File: config.mk
export PLATFORM = sky130hd
export DESIGN_NAME = fifo_umbral
export DESIGN_NICKNAME = d
export VERILOG_FILES = /design/src/rtl/fifo_umbral_pkg.sv /design/src/rtl/fifo_umbral_memoria_fifo.sv /design/src/rtl/fifo_umbral.sv
export SDC_FILE = /design/constraint.sdc
export NUM_CORES = 1
export LEC_CHECK = 0
export CAP_MARGIN = 10
export CORE_ASPECT_RATIO = 1.4
export CORE_MARGIN = 2
export CORE_UTILIZATION = 60
export DETAILED_ROUTE_END_ITERATION = 7
export PLACE_DENSITY = 0.89
export SETUP_SLACK_MARGIN = 0.1
export SLEW_MARGIN = 15
export SYNTH_ARGS = -nofsm -noshare
export SYNTH_HDL_FRONTEND = slang
export SYNTH_SLANG_ARGS = --single-unit
File: constraint.sdc
create_clock -name clk -period 3.81 [get_ports clk]
set_clock_uncertainty 0.05 [all_clocks]
set_input_delay 0.9525 -clock clk [delete_from_list [all_inputs] [get_ports clk]]
set_output_delay 0.9525 -clock clk [all_outputs]
set_load 0.05 [all_outputs]
File: src/rtl/fifo_umbral_pkg.sv
// Shared defaults and field positions for the fifo_umbral slice.
// Word layout: the destination field sits in the top two data bits.
package fifo_umbral_pkg;

  localparam int unsigned DEF_DATA_WIDTH = 6;
  localparam int unsigned DEF_ADDR_WIDTH = 3;
  localparam int unsigned DEST_MSB       = DEF_DATA_WIDTH - 1;
  localparam int unsigned DEST_LSB       = DEF_DATA_WIDTH - 2;

  typedef logic [DEST_MSB-DEST_LSB:0] dest_t;

  function automatic dest_t dest_of(input logic [DEF_DATA_WIDTH-1:0] word);
    return word[DEST_MSB -: 2];
  endfunction

endpackage

File: src/rtl/fifo_umbral_memoria_fifo.sv
// DEPTH x DATA_WIDTH storage with one synchronous write port and one
// synchronous read port whose output register updates only on a read.
module memoria_fifo
  import fifo_umbral_pkg::*;
#(
  parameter int unsigned DATA_WIDTH = DEF_DATA_WIDTH,
  parameter int unsigned ADDR_WIDTH = DEF_ADDR_WIDTH
) (
  input  logic                  clk,
  input  logic                  i_wr_en,
  input  logic [ADDR_WIDTH-1:0] i_wr_addr,
  input  logic [DATA_WIDTH-1:0] i_wr_data,
  input  logic                  i_rd_en,
  input  logic [ADDR_WIDTH-1:0] i_rd_addr,
  output logic [DATA_WIDTH-1:0] o_rd_data
);

  localparam int unsigned DEPTH = 2 ** ADDR_WIDTH;

  logic [DATA_WIDTH-1:0] r_mem [DEPTH];
  logic [DATA_WIDTH-1:0] r_rd_data;

  // Read-before-write on an address collision returns the old word.
  always_ff @(posedge clk) begin
    if (i_wr_en) r_mem[i_wr_addr] <= i_wr_data;
    if (i_rd_en) r_rd_data <= r_mem[i_rd_addr];
  end

  assign o_rd_data = r_rd_data;

endmodule

File: src/rtl/fifo_umbral.sv
// Single-clock FIFO with programmable almost-full / almost-empty thresholds.
// Define FIFO_ERR_EN to add the sticky `error` output for dropped push/pop.
module fifo_umbral
  import fifo_umbral_pkg::*;
#(
  parameter int unsigned DATA_WIDTH = DEF_DATA_WIDTH,
  parameter int unsigned ADDR_WIDTH = DEF_ADDR_WIDTH
) (
  input  logic                  clk,
  input  logic                  reset,
  input  logic                  push,
  input  logic [DATA_WIDTH-1:0] data_in,
  input  logic                  pop,
  input  logic [ADDR_WIDTH-1:0] umbral_alto,
  input  logic [ADDR_WIDTH-1:0] umbral_bajo,
  output logic [DATA_WIDTH-1:0] data_out,
  output logic                  valid_out,
  output logic                  fifo_empty,
  output logic                  fifo_full,
  output logic                  almost_full,
  output logic                  almost_empty,
`ifdef FIFO_ERR_EN
  output logic                  error,
`endif
  output logic [ADDR_WIDTH:0]   count
);

  localparam int unsigned          DEPTH     = 2 ** ADDR_WIDTH;
  localparam logic [ADDR_WIDTH:0]  DEPTH_CNT = (ADDR_WIDTH + 1)'(DEPTH);

  logic [ADDR_WIDTH-1:0] r_wr_ptr, r_rd_ptr;
  logic [ADDR_WIDTH:0]   r_count;
  logic                  r_valid;
  logic                  r_rd_seen;
  logic                  w_push_ok, w_pop_ok;
  logic [DATA_WIDTH-1:0] w_rd_data;

  assign fifo_empty   = (r_count == '0);
  assign fifo_full    = (r_count == DEPTH_CNT);
  assign almost_full  = ((DEPTH_CNT - r_count) <= {1'b0, umbral_alto});
  assign almost_empty = (r_count <= {1'b0, umbral_bajo});

  // A full FIFO still takes a push when a pop frees a slot on the same edge.
  assign w_push_ok = push & (~fifo_full | pop);
  assign w_pop_ok  = pop & ~fifo_empty;

  always_ff @(posedge clk or negedge reset) begin
    if (!reset) begin
      r_wr_ptr  <= '0;
      r_rd_ptr  <= '0;
      r_count   <= '0;
      r_valid   <= 1'b0;
      r_rd_seen <= 1'b0;
    end else begin
      if (w_push_ok) r_wr_ptr <= r_wr_ptr + 1'b1;
      if (w_pop_ok) begin
        r_rd_ptr  <= r_rd_ptr + 1'b1;
        r_rd_seen <= 1'b1;
      end
      r_valid <= w_pop_ok;
      unique case ({w_push_ok, w_pop_ok})
        2'b10:   r_count <= r_count + 1'b1;
        2'b01:   r_count <= r_count - 1'b1;
        default: r_count <= r_count;
      endcase
    end
  end

`ifdef FIFO_ERR_EN
  logic r_error;

  always_ff @(posedge clk or negedge reset) begin
    if (!reset) begin
      r_error <= 1'b0;
    end else if ((push & ~w_push_ok) | (pop & ~w_pop_ok)) begin
      r_error <= 1'b1;
    end
  end

  assign error = r_error;
`endif

  memoria_fifo #(
    .DATA_WIDTH(DATA_WIDTH),
    .ADDR_WIDTH(ADDR_WIDTH)
  ) u_mem (
    .clk      (clk),
    .i_wr_en  (w_push_ok),
    .i_wr_addr(r_wr_ptr),
    .i_wr_data(data_in),
    .i_rd_en  (w_pop_ok),
    .i_rd_addr(r_rd_ptr),
    .o_rd_data(w_rd_data)
  );

  // The memory read register has no reset; mask it until a pop since reset.
  assign data_out  = r_rd_seen ? w_rd_data : '0;
  assign valid_out = r_valid;
  assign count     = r_count;

endmodule

## Word level (Yosys, flattened, before mapping)

Memory sizes are Yosys's and may differ from the RTL's. A register that Yosys moved wholly into a read port is not among the register bits.
Index checks and enable logic that the tools add are counted.

- Register bits: 12
- Latch bits: 0
- RAM bits: 48
- ROM bits: 0
- Input port bits: 16
- Output and inout bits: 15
- Logic and storage cells: 27
- Memories: 1

Memory list:

| memory | depth | bits a word | read ports | clocked after Yosys merged registers in | write ports | RTL line | source |
|---|---|---|---|---|---|---|---|
| u_mem.r_mem | 8 | 6 | 1 | 1 | 1 | fifo_umbral_memoria_fifo.sv:20 | `logic [DATA_WIDTH-1:0] r_mem [DEPTH];` |

- Add/sub/neg operators: 5
- Multipliers: 0
- Divide/modulo/power cells: 0
- $lt $le $gt $ge: 2
- Equality and inequality tests: 3
- Shift-type cells: 0
- Mux-type cells: 4
- Bitwise logic cells: 5
- Reduce and logical (&&, ||, !) cells: 2

Operators by type and width:

| cell | number |
|---|---|
| less-or-equal comparator 4 x 3 -> 1 bit | 2 |
| one-hot mux 4 bit (2 select lines) | 1 |
| adder 3 x 1 -> 3 bit, second input constant | 2 |
| two-way mux 6 bit | 1 |
| adder 4 x 1 -> 4 bit, second input constant | 1 |
| equality test 4 bit, second input constant | 1 |
| logical NOT 4 bit | 1 |
| subtractor 4 x 1 -> 4 bit, second input constant | 1 |
| subtractor 4 bit, first input constant | 1 |
| bitwise AND 1 bit | 2 |
| equality test 2 x 1 -> 1 bit, second input constant | 1 |
| equality test 2 bit, second input constant | 1 |
| two-way mux 1 bit | 2 |
| NOT 1 bit | 2 |
| nonzero test 2 bit | 1 |
| bitwise OR 1 bit | 1 |

## Longest topological paths before layout

Gate-level depths: netlist of the first run.

- Depth after elaboration: 6
- Gate-level depth with buffers: 11
- Gate-level depth less buffers: 11

## Modules after synthesis

Synthesis of the first run repeated with hierarchy kept, for this count alone.

- Cell total of the unflattened synthesis: 172
- Area, all modules: 2895.3 sq um

Modules (own cells, without submodules):

| module | instances | cells each | area each (sq um) | seq. area each (sq um) |
|---|---|---|---|---|
| memoria_fifo | 1 | 88 | 2082.0 | 1621.6 |
| fifo_umbral | 1 | 84 | 813.3 | 300.3 |

## Worst setup path after synthesis of the first run

OpenSTA, ideal clock, no wires.

- Kind: register to output
- Start point: register r_count[0], in the netlist count[0]
- End point: output port almost_full
- Arrival: 2548 ps
- Required time: 2808 ps
- Slack: 259 ps
- Cell stages (with the launch flop): 8
- Path buffers: 0
- Cell sequence: dfrtp_1 -> inv_1 -> ha_1 -> ha_1 -> nor2b_1 -> o21ai_0 -> nand2b_1 -> a21oi_1

- Word-level cells in the longest chain between the ends: 2

Ends and longest elaborated chain:

| element | RTL line | source |
|---|---|---|
| from (decl) | fifo_umbral.sv:32 | `logic [ADDR_WIDTH:0] r_count;` |
| from (signal assigned) | fifo_umbral.sv:62 | `2'b10: r_count <= r_count + 1'b1;` |
| from (signal assigned) | fifo_umbral.sv:63 | `2'b01: r_count <= r_count - 1'b1;` |
| from (signal assigned) | fifo_umbral.sv:64 | `default: r_count <= r_count;` |
| subtractor 4 bit | fifo_umbral.sv:40 | `assign almost_full = ((DEPTH_CNT - r_count) <= {1'b0, umbral_alto});` |
| less-or-equal comparator 4 x 3 -> 1 bit | fifo_umbral.sv:40 |  |
| to (decl) | fifo_umbral.sv:20 | `output logic almost_full,` |

No other way between the ends.

## Final worst setup path of the first run

- Start point: input port umbral_alto[1]
- End point: output port almost_full

- Word-level cells in the longest chain between the ends: 1

Ends and longest elaborated chain:

| element | RTL line | source |
|---|---|---|
| from (decl) | fifo_umbral.sv:14 | `input logic [ADDR_WIDTH-1:0] umbral_alto,` |
| less-or-equal comparator 4 x 3 -> 1 bit | fifo_umbral.sv:40 |  |

No other way between the ends.

==> results.cfg, run 1 <==
[drt]
num_vias = 1587
firstDrtPassIters = 4
routedWlPerCell_um = 18.4
drt-total-wl_mm = 5.13
postRouteAntennaNets = 0
drc = 0
viasPerCell = 5.69
dr.first_iter.drc_count = 98

[yosys]
synth_top_area_share = 0.564
synthCells = 172
yosysWarnings = 0
yosys.area.top_type = edfxtp_1
yosys-top-cells-area = edfxtp_1 56%, mux4_1 11%, dfrtp_1 10%
synth.distinct_cells = 25
syn_avg_cell_area_um2 = 16.7
syn-num-nets = 201
synth_flop_cell = edfxtp_1
ys_seq_area_frac = 0.668
netlist_top_cells_count = 54 x edfxtp_1, 13 x nand2_1, 12 x dfrtp_1, 12 x ha_1, 12 x mux4_1
synth_seq_cells = 66
async_flop_share = 0.182
synth_area_mm2 = 0.00288
yosysMostFrequentCell = edfxtp_1
synth_edf_count = 54

[grt]
grtUsageTotal = 0.222
first_global_vias = 1687
grt_max_degree = 15
antenna_found_initial = 0
grt_pass1_wl_mm = 8.52
overflow = 0

[die]
dieArea_mm2 = 0.00537
num_io_pins = 31
initial_core_util = 0.629
die-width_um = 62.5
die_h_um = 85.9
core_region_area_mm2 = 0.00457
rows = 29

[clock_tree]
cts_tree = done
cts_inserted_buffers = 9
cts_buffer_depth = 2
cts_resized = 0
postCtsSetupBuffers = 0
clk_latency_ns = 0.34
h-tree-depth = 3
clk_pin_slew_ns = 0.06
hold_buffers = 0
clock_sinks = 66
clock-root-buffer = clkbuf_8

[critical_path]
startpoint_type = input port
cp_max_fo = 2
cp_slowest_cell = clkdlybuf4s50_1
cpPeakStageDelay_ns = 0.46
crit_arrival_ns = 2.53
cpLargestDelayFamily = buffers and inverters
cp-end-kind = primary output
required_ns = 2.81
cp_cell_sequence = clkdlybuf4s50_1, inv_1, ha_1, nor2b_1, o21ai_0, nand2b_1, a21oi_1, buf_12
reg2reg_depth = 11
cp.buffers_inverters = 3
r2r_slack_ns = 0.71
critPathKind = in -> out
path_depth = 8

[final_layout]
num_antenna_cells = 0
drive_above_1_share = 0.106
stdcell_area_mm2 = 0.00346
area_growth_syn_to_layout_pct = 20.2
fillers = 284
nets = 241

[run_status]
outcome = complete, no violations

[power]
powerDensity_mw_per_mm2 = 816
power.total_mw = 2.82
vdd_drop_max_mv = 0.529
leakage_nw = 1.30

[min_path]
hold_path_class = reg -> reg
min_path_cells = 2

[timing]
clock.fmax_ghz = 0.283
min_period_ns = 3.53
max_slew_margin = 0.528
worstMarginPinSlew_ns = 0.705
finalHoldViolations = 0
post-route-period-util = 0.927
fin_setup_tns_ns = 0
setup_viol = 0
slew_violations = 0
rsz0062_at_grt = no

[placement]
placed_area_mm2 = 0.00327
portBuffers = 30
dp_hpwl_mm = 3.57
gp_congestion = 0.770

[run]
max_cap_viol_count = 0
## tightest hold or removal path: cells and delay by family, from the launching register on
family | cells | cell delay [ns]
AND/OR/NAND/NOR | 2 | 0.13
flip-flops | 1 | 0.39
## flip-flops by register name (all words and copies together), names as in the netlist
| register | count |
|---|---|
| r_rd_ptr | 3 |
| u_mem.r_mem | 48 |
| r_wr_ptr | 3 |
| count | 4 |
| r_rd_seen | 1 |
| valid_out | 1 |
| u_mem.o_rd_data | 6 |
## layout make-up
cell class | instances | area, um^2 | share of cell area
Sequential cell | 66 | 1920 | 0.556
Multi-Input combinational cell | 93 | 898 | 0.260
Timing Repair Buffer | 32 | 335 | 0.0970
Clock buffer | 11 | 131 | 0.0380
Tap cell | 62 | 77.6 | 0.0224
Clock inverter | 5 | 55.1 | 0.0159
Inverter | 10 | 37.5 | 0.0109
## path summary, 6_finish.rpt
kind | startpoint | endpoint
max in group asynchronous | reset | r_wr_ptr[2]
worst min-delay path | r_wr_ptr[0] | r_wr_ptr[0]
worst max-delay path | umbral_alto[1] | almost_full
worst max register to register | count[0] | count[3]
worst min register to register | r_wr_ptr[0] | r_wr_ptr[0]
min in group asynchronous | reset | r_rd_seen
## metrics by stage
| stage | utilization | instances | hold WS [ns] | worst slack [ns] |
|---|---|---|---|---|
| 2_1_floorplan | - | 172 | 0.435 | 0.259 |
| 3_3_place_gp | 0.715 | 263 | 0.457 | 0.371 |
| 3_5_place_dp | 0.715 | 263 | 0.507 | 0.274 |
| 4_1_cts | 0.756 | 279 | 0.516 | 0.276 |
| 5_1_grt | 0.756 | 279 | 0.561 | 0.207 |
| 6_report | 0.756 | 279 | 0.514 | 0.277 |
## placed cells by master, fill, tap and decap left out, types with 2 or more instances in the layout
master	Yosys	routed
a21oi_1	4	4
and2_1	6	6
buf_12	0	2
buf_4	0	2
clkbuf_1	0	2
clkbuf_8	0	9
clkdlybuf4s50_1	0	28
dfrtp_1	12	12
edfxtp_1	54	54
ha_1	12	12
inv_1	10	10
mux2_2	6	6
mux4_1	12	12
nand2_1	13	13
nand2b_1	7	7
nand3_1	3	3
nor2_1	7	7
nor2b_1	2	2
nor3_1	4	4
o21ai_0	3	3
xnor2_1	5	5
xor2_1	3	3
## power by group
group / internal [mW] / switching [mW] / total [mW]
clock network: 0.300 / 0.249 / 0.549
logic: 0.530 / 0.627 / 1.16
registers: 0.959 / 0.155 / 1.11
total: 1.79 / 1.03 / 2.82
## metal layers
metal	vias to the layer above	GRT usage	wire, um
li1	732	-	-
met1	795	0.243	1930
met2	48	0.387	2820
met3	12	0.0472	239
met4	0	0.154	143
met5	-	0	0
## cells by family after synthesis
family,synth area share
AO/OA/AOI/OAI,0.0165
flip-flops,0.668
buffers and inverters,0.0196
XOR/XNOR,0.0244
adder cells (fa/ha/maj),0.0592
multiplexers,0.137
AND/OR/NAND/NOR,0.0757
Note: power is estimated with default switching activity, not from simulation.
==> inputs of run 2 (changes only) <==
CTS_BUF_LIST = sky130_fd_sc_hd__clkbuf_8 sky130_fd_sc_hd__clkbuf_16   (was unset)
==> results.cfg, run 2 (synthesized netlist as in run 1, its figures left out) <==
[die]
rows = 29
initial_core_util = 0.629
die_h_um = 85.9
die-width_um = 62.5
dieArea_mm2 = 0.00537
core_region_area_mm2 = 0.00457
num_io_pins = 31

[drt]
dr.first_iter.drc_count = 96
firstDrtPassIters = 4
routedWlPerCell_um = 18.4
postRouteAntennaNets = 0
viasPerCell = 5.73
drt-total-wl_mm = 5.14
drc = 0
num_vias = 1598

[final_layout]
final_common_cell = edfxtp_1
nets = 241
top_register = u_mem.r_mem
area_growth_syn_to_layout_pct = 20.2
final_cell_mix = 54 x edfxtp_1, 28 x clkdlybuf4s50_1, 13 x nand2_1
stdcell_count = 279
drive_above_1_share = 0.106
largest_register_ffs = 48
num_antenna_cells = 0

[clock_tree]
cts_resized = 0
h-tree-depth = 3
postCtsSetupBuffers = 0
clock_sinks = 66
clock-root-buffer = clkbuf_8
clk_latency_ns = 0.34
hold_buffers = 0
cts_inserted_buffers = 9
cts_tree = done
clk_pin_slew_ns = 0.06
cts_buffer_depth = 2

[timing]
finalHoldViolations = 0
clock.fmax_ghz = 0.283
post-route-period-util = 0.928
worstMarginPinSlew_ns = 0.722
max_slew_margin = 0.517
fin_hold_ws_ns = 0.514
fin_setup_tns_ns = 0
setup_viol = 0
rsz0062_at_grt = no
slew_violations = 0
min_period_ns = 3.53

[grt]
grt_pass1_wl_mm = 8.52
first_global_vias = 1687
grtUsageTotal = 0.222
grt_max_degree = 15
overflow = 0
antenna_found_initial = 0

[placement]
dp.cells = 263
portBuffers = 30
dp_hpwl_mm = 3.57
gp_congestion = 0.770

[critical_path]
cpPeakStageDelay_ns = 0.46
cp_max_fo = 2
cp_slowest_cell = clkdlybuf4s50_1
cp_cell_sequence = clkdlybuf4s50_1, inv_1, ha_1, nor2b_1, o21ai_0, nand2b_1, a21oi_1, buf_12
critPathKind = in -> out
required_ns = 2.81
cp-end-kind = primary output
startpoint_type = input port
crit_arrival_ns = 2.53

[run_status]
outcome = complete, no violations

[power]
leakage_nw = 1.31
powerDensity_mw_per_mm2 = 814
vdd_drop_max_mv = 0.528
power.total_mw = 2.81

[run]
max_cap_viol_count = 0

[min_path]
hold_path_class = reg -> reg
==> run 2: layer usage <==
| metal | track usage | up-vias | part of all wire |
|---|---|---|---|
| met5 | 0 | - | 0 |
| met4 | 0.154 | 0 | 0.027 |
| met3 | 0.0472 | 13 | 0.047 |
| met2 | 0.387 | 48 | 0.55 |
| met1 | 0.243 | 806 | 0.38 |
| li1 | - | 731 | - |
==> run 2: final cells by class <==
type | instances | area [um^2]
sequential | 66 | 1920
fill | 284 | 1110
multi-input combinational | 93 | 898
timing repair buffer | 32 | 335
clock buffer | 9 | 124
tap | 62 | 77.6
clock inverter | 7 | 62.6
inverter | 10 | 37.5
==> run 2: critical path: cells and delay by family <==
| family | cells | cell delay [ns] |
|---|---|---|
| buffers and inverters | 3 | 0.68 |
| AOI/OAI and AO/OA | 2 | 0.39 |
| adders and majority gates | 1 | 0.29 |
| and+or+nand+nor | 2 | 0.21 |
==> run 2: final timing paths <==
path | startpoint | to | slack (ns) | depth (start not counted)
setup reg to reg | count[0] | count[3] | 0.71 | 11
hold / removal | r_wr_ptr[0] | r_wr_ptr[0] | 0.51 | 2
min in group asynchronous | reset | r_rd_seen | 0.92 | 1
hold reg to reg | r_wr_ptr[0] | r_wr_ptr[0] | 0.51 | 2
setup / recovery | umbral_alto[1] | almost_full | 0.28 | 8
max in group asynchronous | reset | valid_out | 2.43 | 1
==> run 2: metrics by stage <==
stage	cell area, um^2	utilization	setup WS, ns
floorplan	2880	-	0.259
global placement	3270	0.715	0.371
detailed placement	3270	0.715	0.274
CTS	3460	0.756	0.276
global route	3460	0.756	0.207
finish	3460	0.756	0.276
==> run 2: power by group <==
group | total, mW | internal [mW] | switching, mW
clock network | 0.543 | 0.294 | 0.248
registers | 1.11 | 0.959 | 0.155
logic | 1.16 | 0.530 | 0.627
total | 2.81 | 1.78 | 1.03
==> inputs of run 3 (changes only) <==
TNS_END_PERCENT = 50   (was unset)
==> results of run 3 <==
Final layout, timing and power as in run 2 (identical DEF).
